**config.mk**
```make
export PLATFORM = sky130hd
export DESIGN_NAME = pin_lock_ctrl
export DESIGN_NICKNAME = d
export VERILOG_FILES = /design/src/rtl/pin_lock_pkg.sv /design/src/rtl/pin_lock_timer.sv /design/src/rtl/pin_lock_ctrl.sv
export SDC_FILE = /design/constraint.sdc
export NUM_CORES = 1
export LEC_CHECK = 0
export ABC_CLOCK_PERIOD_IN_PS = 2880
export BUFFER_PORTS_ARGS = -buffer_cell sky130_fd_sc_hd__buf_2
export CAP_MARGIN = 20
export CORE_MARGIN = 5
export CORE_UTILIZATION = 55
export CTS_BUF_LIST = sky130_fd_sc_hd__clkbuf_4 sky130_fd_sc_hd__clkbuf_8
export DETAILED_ROUTE_END_ITERATION = 8
export GPL_TIMING_DRIVEN = 0
export PLACE_DENSITY = 0.78
export SLEW_MARGIN = 30
export SYNTH_ARGS = -nofsm -noshare
export SYNTH_HDL_FRONTEND = slang
export SYNTH_SLANG_ARGS = --single-unit
```
**constraint.sdc**
```tcl
create_clock -name clk_500Hz -period 2.88 [get_ports clk_500Hz]
set_clock_uncertainty 0.1 [all_clocks]
set_input_delay 0.432 -clock clk_500Hz [delete_from_list [all_inputs] [get_ports clk_500Hz]]
set_output_delay 0.432 -clock clk_500Hz [all_outputs]
set_load 0.02 [all_outputs]
```
**src/rtl/pin_lock_pkg.sv**
```systemverilog
// Shared types for the PIN lock controller: FSM states, PIN type, keypad blank digit.
package pin_lock_pkg;

    typedef enum logic [1:0] {
        LOCKED       = 2'd0,
        UNLOCKED     = 2'd1,
        PROG_CONFIRM = 2'd2,
        LOCKOUT      = 2'd3
    } state_t;

    typedef logic [15:0] pin_t;

    localparam logic [3:0] BLANK_DIGIT = 4'hF;

endpackage

```
**src/rtl/pin_lock_timer.sv**
```systemverilog
// Loadable down-counter for the open / lockout windows; flags the cycle whose edge reaches zero.
module pin_lock_timer #(
    parameter int W = 14
) (
    input  logic         clk_500Hz,
    input  logic         rst_n,
    input  logic         load_i,
    input  logic [W-1:0] load_val_i,
    output logic         expire_o
);

    logic [W-1:0] cnt_q;

    always_ff @(posedge clk_500Hz or negedge rst_n) begin
        if (!rst_n) begin
            cnt_q <= '0;
        end else if (load_i) begin
            cnt_q <= load_val_i;
        end else if (cnt_q != '0) begin
            cnt_q <= cnt_q - W'(1);
        end
    end

    // Loading N gives exactly N cycles before the owner leaves its state.
    assign expire_o = (cnt_q == W'(1));

endmodule

```
**src/rtl/pin_lock_ctrl.sv**
```systemverilog
// PIN lock controller: unlock, PIN reprogramming with confirmation, optional lockout
// after repeated wrong entries (compiled in by defining PIN_LOCK_LOCKOUT_EN).
//
//   state        | meaning
//   LOCKED       | idle, waiting for a PIN entry
//   UNLOCKED     | open, timer running; entry with prog_req starts a PIN change
//   PROG_CONFIRM | new PIN captured, waiting for the confirming entry
//   LOCKOUT      | too many wrong entries, all entries ignored until timer ends
module pin_lock_ctrl
    import pin_lock_pkg::*;
#(
    parameter pin_t        DEFAULT_PIN    = 16'h1234,
    parameter int unsigned UNLOCK_CYCLES  = 2500,
    parameter int unsigned LOCKOUT_CYCLES = 15000,
    parameter int unsigned MAX_FAILS      = 3
) (
    input  logic        clk_500Hz,
    input  logic        rst_n,
    input  logic [15:0] userPin,
    input  logic        validPin,
    input  logic        prog_req,
    output logic        unlocked,
    output logic        alarm,
    output logic        prog_mode,
    output logic        prog_ok,
    output logic        prog_err,
    output logic [1:0]  fail_cnt
);

    localparam int unsigned TMR_MAX = (UNLOCK_CYCLES > LOCKOUT_CYCLES) ? UNLOCK_CYCLES : LOCKOUT_CYCLES;
    localparam int TMR_W = $clog2(TMR_MAX + 1);
    localparam logic [TMR_W-1:0] UNLOCK_LD = TMR_W'(UNLOCK_CYCLES);

    if (MAX_FAILS < 1 || MAX_FAILS > 3) begin : g_bad_max_fails
        $error("pin_lock_ctrl: MAX_FAILS must be 1..3");
    end

    state_t     state_q;
    pin_t       stored_pin_q;
    pin_t       pending_pin_q;
    logic [1:0] fail_cnt_q;
    logic       unlocked_q;
    logic       prog_mode_q;
    logic       prog_ok_q;
    logic       prog_err_q;

    logic             tmr_load;
    logic [TMR_W-1:0] tmr_val;
    logic             tmr_expire;
    logic             pin_match;

    assign pin_match = (userPin == stored_pin_q);

`ifdef PIN_LOCK_LOCKOUT_EN
    localparam logic [TMR_W-1:0] LOCKOUT_LD = TMR_W'(LOCKOUT_CYCLES);
    logic       alarm_q;
    logic [2:0] fail_inc;
    logic       hit_max;
    assign fail_inc = {1'b0, fail_cnt_q} + 3'd1;
    assign hit_max  = (fail_inc == 3'(MAX_FAILS));
`endif

    // Timer control mirrors the FSM decisions below; expiry suppresses any same-cycle strobe.
    always_comb begin
        tmr_load = 1'b0;
        tmr_val  = '0;
        case (state_q)
            LOCKED: begin
                if (validPin) begin
                    if (pin_match) begin
                        tmr_load = 1'b1;
                        tmr_val  = UNLOCK_LD;
                    end
`ifdef PIN_LOCK_LOCKOUT_EN
                    else if (hit_max) begin
                        tmr_load = 1'b1;
                        tmr_val  = LOCKOUT_LD;
                    end
`endif
                end
            end
            UNLOCKED: begin
                if (validPin && !tmr_expire) begin
                    tmr_load = 1'b1;
                    tmr_val  = prog_req ? UNLOCK_LD : '0;
                end
            end
            PROG_CONFIRM: begin
                if (validPin && !tmr_expire) begin
                    tmr_load = 1'b1;
                    tmr_val  = UNLOCK_LD;
                end
            end
            default: ;
        endcase
    end

    pin_lock_timer #(.W(TMR_W)) u_timer (
        .clk_500Hz  (clk_500Hz),
        .rst_n      (rst_n),
        .load_i     (tmr_load),
        .load_val_i (tmr_val),
        .expire_o   (tmr_expire)
    );

    always_ff @(posedge clk_500Hz or negedge rst_n) begin
        if (!rst_n) begin
            state_q       <= LOCKED;
            stored_pin_q  <= DEFAULT_PIN;
            pending_pin_q <= '0;
            fail_cnt_q    <= 2'd0;
            unlocked_q    <= 1'b0;
            prog_mode_q   <= 1'b0;
            prog_ok_q     <= 1'b0;
            prog_err_q    <= 1'b0;
`ifdef PIN_LOCK_LOCKOUT_EN
            alarm_q       <= 1'b0;
`endif
        end else begin
            prog_ok_q  <= 1'b0;
            prog_err_q <= 1'b0;
            case (state_q)
                LOCKED: begin
                    if (validPin) begin
                        if (pin_match) begin
                            state_q    <= UNLOCKED;
                            fail_cnt_q <= 2'd0;
                            unlocked_q <= 1'b1;
                        end
`ifdef PIN_LOCK_LOCKOUT_EN
                        else if (hit_max) begin
                            state_q    <= LOCKOUT;
                            fail_cnt_q <= fail_inc[1:0];
                            alarm_q    <= 1'b1;
                        end else begin
                            fail_cnt_q <= fail_inc[1:0];
                        end
`else
                        else if (fail_cnt_q != 2'd3) begin
                            fail_cnt_q <= fail_cnt_q + 2'd1;
                        end
`endif
                    end
                end
                UNLOCKED: begin
                    if (tmr_expire) begin
                        state_q    <= LOCKED;
                        unlocked_q <= 1'b0;
                    end else if (validPin) begin
                        if (prog_req) begin
                            pending_pin_q <= userPin;
                            state_q       <= PROG_CONFIRM;
                            prog_mode_q   <= 1'b1;
                        end else begin
                            state_q    <= LOCKED;
                            unlocked_q <= 1'b0;
                        end
                    end
                end
                PROG_CONFIRM: begin
                    if (tmr_expire) begin
                        state_q     <= LOCKED;
                        unlocked_q  <= 1'b0;
                        prog_mode_q <= 1'b0;
                    end else if (validPin) begin
                        state_q     <= UNLOCKED;
                        prog_mode_q <= 1'b0;
                        if (userPin == pending_pin_q) begin
                            stored_pin_q <= pending_pin_q;
                            prog_ok_q    <= 1'b1;
                        end else begin
                            prog_err_q <= 1'b1;
                        end
                    end
                end
`ifdef PIN_LOCK_LOCKOUT_EN
                LOCKOUT: begin
                    if (tmr_expire) begin
                        state_q    <= LOCKED;
                        fail_cnt_q <= 2'd0;
                        alarm_q    <= 1'b0;
                    end
                end
`endif
                default: begin
                    state_q     <= LOCKED;
                    unlocked_q  <= 1'b0;
                    prog_mode_q <= 1'b0;
                end
            endcase
        end
    end

    assign unlocked  = unlocked_q;
    assign prog_mode = prog_mode_q;
    assign prog_ok   = prog_ok_q;
    assign prog_err  = prog_err_q;
    assign fail_cnt  = fail_cnt_q;
`ifdef PIN_LOCK_LOCKOUT_EN
    assign alarm = alarm_q;
`else
    assign alarm = 1'b0;
`endif

endmodule

```
==> flow_metrics.env <==
export IMPL_status="completed"
export IMPL_grt_overflow=0
export IMPL_htree_levels=2
export IMPL_dpl_cell_count=340
export IMPL_crit_path_end_kind="flop"
export IMPL_hold_buffers=0
export IMPL_n_fill_cell=420
export IMPL_vias_per_cell=5.39
export IMPL_synth_top_family_by_area="multiplexers"
export IMPL_synthSimpleGateAreaFrac_pct=12.6
export IMPL_root_buffer="clkbuf_8"
export IMPL_synth_mux_area_share_pct=14.3
export IMPL_start_kind="flop"
export IMPL_yosys_cell_types_count=45
export IMPL_setup_violations=0
export IMPL_seqCellArea_sq_um=1360
export IMPL_vias=1875
export IMPL_max_freq_mhz=358
export IMPL_gp_congestion=0.812
export IMPL_hold_viol=0
export IMPL_grt_max_degree=55
export IMPL_drt_wirelength_per_cell_um=15.0
export IMPL_cp_cell_sequence="or4_4 > buf_6 > or4_4 > buf_6 > and4_1 > buf_6 > buf_12 > mux2_4"
export IMPL_final_cells=348
export IMPL_grt_setup_unrepaired="no"
export IMPL_synth_largest_area_cell="dfrtp_1"
export IMPL_vdd_drop_max_uv=397
export IMPL_synth_edff_count=0
export IMPL_crit_required_ns=2.98
export IMPL_clock_latency_ns=0.31
export IMPL_synth_adder_area_share_pct=3.45
export IMPL_synth_area_leaders="dfrtp_1, mux2_2, xor2_1, xnor2_1, mux2_4"
export IMPL_clk_pin_slew_ns=0.09
export IMPL_cpMaxStageDelayCell="or4_4"
export IMPL_r2r_setup_slack_ns=0.08
export IMPL_hold_path_class="primary input to async pin"
export IMPL_critPathArrivalTime_ns=2.89
export IMPL_die_h_um=82.7
export IMPL_grt_pass1_vias=1914
export IMPL_grt_pass1_wl_um=9000
export IMPL_post_route_period_util_pct=97.1
export IMPL_synth_seq_cells=54
export IMPL_hold_worst_slack_ns=0.0388
export IMPL_finalSetupTns_ns=0
export IMPL_drt_pass1_iter_count=4
export IMPL_fin_area_sq_um=3220
export IMPL_cts_buffer_depth=2
export IMPL_critPathKind="flop to flop"
export IMPL_routed_wl_um=5230
export IMPL_synthCells=245
export IMPL_cts_sinks=54
export IMPL_floorplan_initialDensity_pct=56.8
export IMPL_worst_slew_pin_slew_ns=0.665
export IMPL_cts_setup_buffers=0
export IMPL_cp_max_fo=10
export IMPL_ys_top_cells_by_count="dfrtp_1, xor2_1, mux2_2"
export IMPL_syn_cell_area_sq_um=2900
export IMPL_ys_async_sr_fraction_pct=100
export IMPL_ant_nets=0
export IMPL_core_area_sq_um=5110
export IMPL_io_pins=27
export IMPL_post_dp_cell_area_sq_um=3120
export IMPL_rows=26
export IMPL_synth_most_common_cell="dfrtp_1"
export IMPL_drtIter0Drc=69
export IMPL_total_power_uw=2450
export IMPL_drive_gt1_share_pct=30.2
export IMPL_dieArea_sq_um=6830
export IMPL_synth_xor_area_share_pct=13.3
export IMPL_synth_top_cell_area_share_pct=42.2
export IMPL_cts_tree="yes"
export IMPL_antenna_cells=0
export IMPL_chipWidth_um=82.7
export IMPL_remaining_drc_errors=0
export IMPL_yosysSeqAreaShare_pct=46.8
export IMPL_cts_inserted_buffers=5
export IMPL_antenna_found_initial=0
export IMPL_syn_to_final_growth_pct=10.9
export IMPL_drv_cap=0
export IMPL_maxSlewViolCount=0
export IMPL_worst_path_most_repeated_cell="buf_6"
export IMPL_syn_avg_cell_area_sq_um=11.8
export IMPL_cpPeakStageDelay_ns=0.54
export IMPL_syn_nets=273
export IMPL_final_nets=305
export IMPL_synth_compound_gate_area_share_pct=5.47
export IMPL_numPortBuffers=25
export IMPL_final_min_clock_period_ns=2.80
export IMPL_p_leak_uw=0.00152
export IMPL_slew_headroom_pct=55.7
export IMPL_synth_ff_type="dfrtp_1"
export IMPL_yosys_warnings=0
export IMPL_multi_input_comb_area_sq_um=1440
export IMPL_grt_use_total_pct=17.3
export IMPL_p_per_area_nw_per_um2=762
export IMPL_hpwlAfterDp_um=3760
[per-stage QoR]
step	setup WS [ns]	utilization [%]
after floorplan	0.206	-
after global placement	-0.0183	61.0
after detailed placement	-0.0378	61.0
after CTS	0.0393	62.9
after global routing	0.0138	63.0
final	0.0843	63.0
[metal layers]
layer / track usage (%) / vias up / share of wire [%]
li1: - / 926 / -
met1: 22.2 / 913 / 47
met2: 29.2 / 29 / 49
met3: 3.58 / 7 / 3.4
met4: 5.39 / 0 / 1.2
met5: 0 / - / 0
[critical path, delay by kind of cell (launching register included)]
kind	cells	cell delay, ns
flops	1	0.41
mux	1	0.29
simple gates	3	1.29
buf+inv	4	0.61
[power by group]
group          internal (uW)  switching, uW
Sequential               977            204
Clock                    182            247
Combinational            434            411
Total                   1590            862
[cell type report]
cell class,instances,area share [%]
Sequential cell,54,42.2
Timing Repair Buffer,25,3.96
Clock inverter,2,0.428
Inverter,8,0.933
Clock buffer,6,2.37
Tap cell,70,2.72
Multi-Input combinational cell,172,44.6
Buffer,11,2.84
[sequential cells by signal (all words and copies together) (netlist names), 2 cells and up]
register	count
fail_cnt	2
pending_pin_q	16
state_q	2
stored_pin_q	16
u_timer.cnt_q	14
[placed cells by master, fill, tap and decap left out, types with 6 or more instances in the layout]
cell and count:
dfrtp_1 49, xor2_1 27, mux2_2 24, buf_2 24, xnor2_1 17, nor2_1 15
nor4_1 9, mux2_4 9, inv_1 8, nand3_1 8, ha_1 8, nand2_1 6
[what timing repair did]
item	CTS	global route
resized for setup	1	2
pin swaps	0	0
cloned	0	0
endpoints found under the setup margin	9	14
[worst paths after layout]
check | start | to | cells after the start
worst max-delay path | u_timer.cnt_q[5]$_DFFE_PN0P_ | stored_pin_q[7]$_DFFE_PN0P_ | 8
worst min-delay path | rst_n | u_timer.cnt_q[5]$_DFFE_PN0P_ | 1
worst max register to register | u_timer.cnt_q[5]$_DFFE_PN0P_ | stored_pin_q[7]$_DFFE_PN0P_ | 8
worst min register to register | prog_mode$_DFFE_PN0P_ | prog_mode$_DFFE_PN0P_ | 2
max in group asynchronous | rst_n | u_timer.cnt_q[1]$_DFFE_PN0P_ | 1
min in group clk_500Hz | userPin[2] | pending_pin_q[2]$_DFFE_PN0P_ | 2
[cells by family (layout without fill, tap and decap cells)]
family,Yosys count,after routing
AOI/OAI and AO/OA,23,23
DFF,54,54
muxes,34,34
xor gates and xnor gates,44,44
other,1,1
buffers and inverters,19,52
adders and majority gates,8,8
and+or+nand+nor,62,62
Power figures use the tool's default switching activity.
